File: src/rtl/if_stage.sv
// Instruction fetch: PC register, sequential/branch next-PC select and the IF/ID register.
// imem_addr/pc_next_seq are combinational from the PC; everything else updates one edge later, holds on stall.
module if_stage #(
  parameter int unsigned             ADDR_WIDTH   = 64,
  parameter int unsigned             INSTR_WIDTH  = 32,
  parameter logic [ADDR_WIDTH-1:0]   RESET_PC     = '0,
  parameter int unsigned             PC_STEP      = 4,
  parameter int unsigned             OFFSET_WIDTH = 26,
  parameter int unsigned             COUNT_WIDTH  = 32
) (
  input  logic                    clock,
  input  logic                    reset,
  input  logic                    stall,
  input  logic                    branch_taken,
  input  logic [ADDR_WIDTH-1:0]   branch_pc,
  input  logic [OFFSET_WIDTH-1:0] branch_offset,
  output logic [ADDR_WIDTH-1:0]   imem_addr,
  input  logic [INSTR_WIDTH-1:0]  imem_data,
  output logic [ADDR_WIDTH-1:0]   pc_next_seq,
  output logic [ADDR_WIDTH-1:0]   ifid_pc,
  output logic [INSTR_WIDTH-1:0]  ifid_instr,
  output logic                    ifid_valid,
  output logic [COUNT_WIDTH-1:0]  fetch_count
);

  typedef enum logic [1:0] {
    ACT_BRANCH,
    ACT_STALL,
    ACT_ADVANCE
  } action_e;

  action_e                 action;
  logic [ADDR_WIDTH-1:0]   pc_q, pc_d;
  logic [ADDR_WIDTH-1:0]   ifid_pc_q, ifid_pc_d;
  logic [INSTR_WIDTH-1:0]  ifid_instr_q, ifid_instr_d;
  logic                    ifid_valid_q, ifid_valid_d;
  logic [COUNT_WIDTH-1:0]  fetch_count_q, fetch_count_d;
  logic [ADDR_WIDTH-1:0]   offset_ext;
  logic [ADDR_WIDTH-1:0]   branch_target;

  // Word offset is sign-extended to full address width before scaling to bytes.
  assign offset_ext    = {{(ADDR_WIDTH-OFFSET_WIDTH){branch_offset[OFFSET_WIDTH-1]}}, branch_offset};
  assign branch_target = branch_pc + (offset_ext << 2);
  assign pc_next_seq   = pc_q + ADDR_WIDTH'(PC_STEP);
  assign imem_addr     = pc_q;

  // Redirect outranks stall so a taken branch is never lost behind a hazard hold.
  always_comb begin
    action = ACT_ADVANCE;
    if (branch_taken) begin
      action = ACT_BRANCH;
    end else if (stall) begin
      action = ACT_STALL;
    end
  end

  always_comb begin
    pc_d          = pc_q;
    ifid_pc_d     = ifid_pc_q;
    ifid_instr_d  = ifid_instr_q;
    ifid_valid_d  = ifid_valid_q;
    fetch_count_d = fetch_count_q;
    case (action)
      ACT_BRANCH: begin
        pc_d         = branch_target;
        ifid_pc_d    = '0;
        ifid_instr_d = '0;
        ifid_valid_d = 1'b0;
      end
      ACT_ADVANCE: begin
        pc_d          = pc_next_seq;
        ifid_pc_d     = pc_q;
        ifid_instr_d  = imem_data;
        ifid_valid_d  = 1'b1;
        fetch_count_d = fetch_count_q + 1'b1;
      end
      default: begin
      end
    endcase
  end

  always_ff @(posedge clock) begin
    if (reset) begin
      pc_q          <= RESET_PC;
      ifid_pc_q     <= '0;
      ifid_instr_q  <= '0;
      ifid_valid_q  <= 1'b0;
      fetch_count_q <= '0;
    end else begin
      pc_q          <= pc_d;
      ifid_pc_q     <= ifid_pc_d;
      ifid_instr_q  <= ifid_instr_d;
      ifid_valid_q  <= ifid_valid_d;
      fetch_count_q <= fetch_count_d;
    end
  end

  assign ifid_pc     = ifid_pc_q;
  assign ifid_instr  = ifid_instr_q;
  assign ifid_valid  = ifid_valid_q;
  assign fetch_count = fetch_count_q;

endmodule

File: config.mk
export PLATFORM = sky130hd
export DESIGN_NAME = if_stage
export DESIGN_NICKNAME = d
export VERILOG_FILES = /design/src/rtl/if_stage.sv
export SDC_FILE = /design/constraint.sdc
export NUM_CORES = 1
export LEC_CHECK = 0
export CAP_MARGIN = 0
export CORE_ASPECT_RATIO = 1.75
export CORE_MARGIN = 2
export CORE_UTILIZATION = 40
export CTS_BUF_LIST = sky130_fd_sc_hd__clkbuf_4 sky130_fd_sc_hd__clkbuf_8 sky130_fd_sc_hd__clkbuf_16
export CTS_CLUSTER_DIAMETER = 60
export DETAILED_ROUTE_END_ITERATION = 8
export GPL_ROUTABILITY_DRIVEN = 1
export HOLD_SLACK_MARGIN = 0.1
export PLACE_DENSITY = 0.7
export SYNTH_ARGS = -nofsm -noshare
export SYNTH_HDL_FRONTEND = slang
export SYNTH_SLANG_ARGS = --single-unit
File: constraint.sdc
create_clock -name clock -period 4.4 [get_ports clock]
set_clock_uncertainty 0.2 [all_clocks]
set_input_delay 0.88 -clock clock [delete_from_list [all_inputs] [get_ports clock]]
set_output_delay 0.88 -clock clock [all_outputs]
set_load 0.01 [all_outputs]
==> reports/metrics.csv, run 1 <==
metric,value,unit
Ant. Diodes,0,
Syn Std Cell Area,12800,um2
post-route cell area,17900,um2
final net count,2135,
Worst Path Max Fanout,6,
syn_nets,1765,
top-area cell type share of the netlist area,0.302,
largest area contributor in the netlist,dfxtp_1,
synthesized area per cell,8.13,um2
Clock Sinks,193,
"slowest stage delay, CP",590,ps
"CTS clk-pin slew, worst paths",70,ps
asr flop ratio synth,0,
synth top area cells,"dfxtp_1, mux2i_1, nor2_1",
H-tree depth,4,
ANT nets after route,0,
grt total ovfl,0,
starting DRC count in detailed routing,639,
DRT Pass-1 Iters,5,
number of CTS-inserted buffers,17,
Final Critical Period,4240,ps
Tot GR Track Use,0.265,
# rows,86,
"Slew Viols, Final",0,
relative slew slack,0.373,
VDD IR-drop max,0.000303,V
Gate Count Post-Synth,1575,
Clock Tree Buf Depth,2,
Initial Util,0.406,
clock tree from TritonCTS,yes,
Worst Tran Pin Value,940,ps
Horiz. Die Dim,139,um
DP HPWL,36800,um
IO Pins,383,
Port Buf Inserts,382,
dpl cell area,17200,um2
final wirelength,46200,um
Max Cap Viol,0,
vias in the first global route,12700,
Total Power,5130,uW
Setup CP Type,reg -> out,
Core ar.,31500,um2
fillers,2912,
CP Buf/Inv Count,2,
global-route wire length before repair,70700,um
vias per inst,5.48,
number of synthesized flops with an enable pin,0,
CP Launch Type,register,
CP endpoint kind,output port,
family with the most delay on the worst path,simple AND/OR/NAND/NOR gates,
critical-path cell list,ha_2 -> nand4_1 -> buf_4 -> nor2_2 -> and3_2 -> nand3_1 -> or2_2 -> xnor2_1 -> clkdlybuf4s50_1,
Routed wire per std cell,19.6,um
area grow syn2layout,40.0,%
Remaining DRCs,0,
setup TNS,0,ps
"worst slack, placed",35.4,ps
fin crit share,0.963,
Die ar.,33500,um2
largest net degree at the start of global routing,144,
Critical-path top delay cell,clkdlybuf4s50_1,
initial antenna violation count,0,
final-report setup violation count,0,
Worst Path Required,3320,ps
Post-synth top flop,dfxtp_1,
Yosys cell types,81,
RSZ-0062 raised after global routing,no,
Synth Register Bits,193,
Final Hold Viols,0,
routed vias,12900,
slack of the critical path,162,ps
P per Cell Area,286,nW/um2
Synth warnings,0,
Worst-Skew Late Latency,450,ps
Final Util,0.569,
Max Fclk,236,MHz
outcome,completed,
CTS Root Cell,clkbuf_16,
Critical Path AT,3160,ps
Die H,241,um
Pleak,0.00727,uW
GP Congestion,0.915,
layout cell share with drive strength beyond 1,0.0812,
sequential share of the synthesized area,0.302,
HP Class,reg -> reg,
==> worst paths after layout <==
kind         slack (ps)         endpoint  cells past startpoint           from
min                 250       ifid_valid                      2     ifid_valid
max reg2reg        1410    imem_addr[60]                     11  imem_addr[25]
max                 160  pc_next_seq[24]                      9   imem_addr[3]
min reg2reg         250       ifid_valid                      2     ifid_valid
==> final cells by class <==
type	count	area (um2)	area share
clock buffer	18	439	0.0245
clock inverter	14	145	0.00810
inverter	32	120	0.00670
multi-input combinational	1243	8410	0.469
sequential	193	3870	0.216
tap	396	495	0.0276
timing repair buffer	458	4440	0.248
==> per-stage QoR <==
stage | cells | hold slack [ps]
after floorplan | 1575 | 270
after global placement | 2317 | 234
after detailed placement | 2317 | 237
after CTS | 2353 | 249
after global routing | 2354 | 289
final | 2354 | 254
==> placed cells by master, fill, tap and decap left out, drive strengths merged, types with 5 or more instances in the layout <==
cell and instances:
o21bai 18, or3 12, nand3 51, a31oi 8
and3 18, a21o 42, nor2 253, and4 7
buf 79, o22ai 5, or2 5, xnor2 99
clkdlybuf4s50 377, o21ai 39, and2 12, mux2i 100
nor3 36, inv 37, clkinv 6, o21a 7
ha 63, dfxtp 193, clkbuf 18, nor4 7
nand2 115, a211oi 52, nor2b 5, a21oi 83
nand4 38, xor2 96
==> cell usage after synthesis, types with 6 or more instances <==
master and instances:
a211oi_1 52, a21o_1 42, a21oi_1 81, a31oi_1 7, and2_1 12, and3_1 18, and4_1 7, buf_1 13
buf_2 24, clkbuf_1 59, dfxtp_1 193, ha_1 63, inv_1 30, mux2i_1 100, nand2_1 114, nand3_1 49
nand4_1 37, nor2_1 249, nor3_1 30, nor4_1 6, o21a_1 7, o21ai_0 35, o21bai_1 18, or3_1 12
xnor2_1 99, xor2_1 96
==> what timing repair did <==
action / CTS / global route
gates resized for setup: 6 / 11
buffers inserted: 4 / 1
setup endpoints to repair: 18 / 13
endpoints found under the hold margin: 0 / 0
hold buffers: 0 / 0
pin swaps: 1 / 2
cloned: 0 / 0
==> per-layer routing <==
layer | vias to the layer above | GRT usage | part of all wire | wire, um
met5 | - | 0 | 0 | 0
met4 | 0 | 0.123 | 0.043 | 1980
met3 | 88 | 0.0438 | 0.054 | 2490
met2 | 447 | 0.489 | 0.52 | 23900
met1 | 6094 | 0.297 | 0.39 | 17800
li1 | 6262 | - | - | -
==> flip-flops by register name, indices dropped and copies added (netlist names) <==
signal / flops
fetch_count: 32
ifid_instr: 32
ifid_pc: 64
ifid_valid: 1
imem_addr: 64
==> worst reg2reg max path: stages (launching register included) <==
cell and delay [ps]:
dfxtp_1 520, nand3_1 250, nor4_4 370, and4_4 330, nand3b_1 80, buf_4 190, buf_4 160, nor2_1 230
nand3_1 150, xnor2_1 150, o21ai_0 160, a21oi_1 60
==> power breakdown <==
group / switching (uW) / internal (uW)
logic: 841 / 784
clock network: 758 / 816
registers: 96.4 / 1830
total: 1690 / 3430
==> cells by family (layout without fill, tap and decap cells) <==
| family | count (synthesis) | count (layout) | synth area share |
|---|---|---|---|
| muxes | 100 | 100 | 0.0782 |
| buffers and inverters | 139 | 522 | 0.0456 |
| adders and majority gates | 64 | 64 | 0.0631 |
| DFF | 193 | 193 | 0.302 |
| xor gates and xnor gates | 195 | 195 | 0.133 |
| and+or+nand+nor | 575 | 575 | 0.213 |
| AOI/OAI and AO/OA | 309 | 309 | 0.165 |
Note: power is estimated with default switching activity, not from simulation.
==> inputs of run 2 (changes only) <==
Settings changed: CAP_MARGIN 0 to 20.
==> results of run 2 <==
No change in the layout: final DEF, timing and power equal those of run 1.
==> inputs of run 3 (changes only) <==
Settings changed: SKIP_LAST_GASP set to 1.
==> run 3 against run 2 <==
Sequential share of layout area about the same. Via count down 0.42%. Sequential power about the same. Routed wire length about the same.
==> reports/metrics.csv, run 3 (synthesized netlist as in run 1, its figures left out) <==
metric,value,unit,change
outcome,completed,,
Clock Sinks,193,,unchanged
"CTS clk-pin slew, worst paths",70,ps,about the same
relative slew slack,0.375,,+0.00162
ANT nets after route,0,,unchanged
starting DRC count in detailed routing,629,,-1.6%
grt total ovfl,0,,unchanged
highest-count cells in the layout ignoring fill and taps,"clkdlybuf4s50_1, nor2_1, dfxtp_1",,
P per Cell Area,286,nW/um2,about the same
initial antenna violation count,0,,unchanged
IO Pins,383,,unchanged
CP Launch Type,register,,
Setup CP Type,reg -> out,,
setup TNS,0,ps,unchanged
hold buffers post-CTS,0,,unchanged
Finished Layout Cells,2354,,unchanged
GP Congestion,0.915,,unchanged
fillers,2914,,+0.069%
Worst Path Max Fanout,6,,unchanged
"leading cell type in the layout, fill and taps excluded",clkdlybuf4s50_1,,
post-route cell area,17900,um2,about the same
layout cell share with drive strength beyond 1,0.0797,,-0.00153
Clock Tree Buf Depth,2,,unchanged
Final Hold Viols,0,,unchanged
DRT Pass-1 Iters,5,,unchanged
dpl cell area,17200,um2,unchanged
HP Class,reg -> reg,,
Worst Tran Pin Value,938,ps,-2.43 ps
fin crit share,0.991,,+0.0275
global-route wire length before repair,70700,um,unchanged
"Slew Viols, Final",0,,unchanged
Max Fclk,229,MHz,-2.8%
CTS Root Cell,clkbuf_16,,
Final Critical Period,4360,ps,+121 ps
Ant. Diodes,0,,unchanged
final-report setup violation count,0,,unchanged
area grow syn2layout,39.8,%,about the same
Worst-Skew Late Latency,450,ps,about the same
clock tree from TritonCTS,yes,,
number of CTS-inserted buffers,17,,unchanged
RSZ-0062 raised after global routing,yes,,
H-tree depth,4,,unchanged
Final Util,0.568,,about the same
Horiz. Die Dim,139,um,unchanged
placed insts,2317,,unchanged
routed vias,12800,,-0.42%
Pleak,0.00726,uW,-0.15%
Port Buf Inserts,382,,unchanged
VDD IR-drop max,0.000302,V,-0.35%
final wirelength,46200,um,about the same
Remaining DRCs,0,,unchanged
Die H,241,um,unchanged
Tot GR Track Use,0.265,,unchanged
Core ar.,31500,um2,unchanged
Die ar.,33500,um2,unchanged
Worst Path Required,3320,ps,about the same
vias per inst,5.45,,-0.42%
DP HPWL,36800,um,unchanged
Critical Path AT,3280,ps,+120 ps
final net count,2135,,unchanged
CP endpoint kind,output port,,
vias in the first global route,12700,,unchanged
largest net degree at the start of global routing,144,,unchanged
Routed wire per std cell,19.6,um,about the same
Max Cap Viol,0,,unchanged
Initial Util,0.406,,unchanged
# rows,86,,unchanged
-- run 3: cell types whose count changed in the layout (fill, tap and decap cells not counted) --
cell	delta
dfxtp_2	-1
nor3_2	+1
ha_1	+1
dfxtp_1	+1
ha_2	-1
nand3_1	+1
nor3_4	-1
nand3_2	-1
-- run 3: report_power, final --
group          leakage [uW]  switching [uW]  internal, uW
registers           0.00158            96.2          1830
clock network      0.000284             759           816
logic               0.00540             840           784
total               0.00726            1700          3430
-- run 3: path summary, 6_finish.rpt --
path	startpoint	end	slack (ps)	cells past startpoint
setup / recovery	imem_addr[3]	pc_next_seq[24]	40	9
hold / removal	ifid_valid	ifid_valid	250	2
setup reg to reg	imem_addr[25]	imem_addr[60]	1430	11
hold reg to reg	ifid_valid	ifid_valid	250	2
-- run 3: layer usage --
metal  vias up  GRT usage  routed length (um)
li1       6263          -                   -
met1      6076      0.297               17900
met2       413      0.489               24000
met3        85     0.0438                2270
met4         0      0.123                1970
met5         -          0                   0
-- run 3: layout make-up --
class / count / area [um2] / area share
Clock buffer: 18 / 439 / 0.0245
Clock inverter: 14 / 145 / 0.00810
Inverter: 32 / 120 / 0.00671
Multi-Input combinational cell: 1243 / 8400 / 0.469
Sequential cell: 193 / 3870 / 0.216
Tap cell: 396 / 495 / 0.0277
Timing Repair Buffer: 458 / 4440 / 0.248
-- run 3: metrics by stage --
step	worst slack (ps)	hold WS [ps]	total power, uW
after CTS	9.99	249	5150
after detailed placement	35.4	237	3580
after global placement	84.9	234	3570
after global routing	-96.5	289	5350
final	40.9	254	5130
after floorplan	947	270	2820
-- run 3: what timing repair did --
action	CTS	global route
endpoints found under the setup margin	18	13
buffers inserted	4	1
pin swaps	1	2
gates resized for setup	6	7
-- run 3: critical path: stages, from the launching register on --
cell             delay [ps]
dfxtp_1                 420
ha_1                    260
nand4_1                 200
buf_4                   210
nor2_2                  140
and3_2                  280
nand3_1                 210
or2_2                   370
xnor2_1                 160
clkdlybuf4s50_1         590
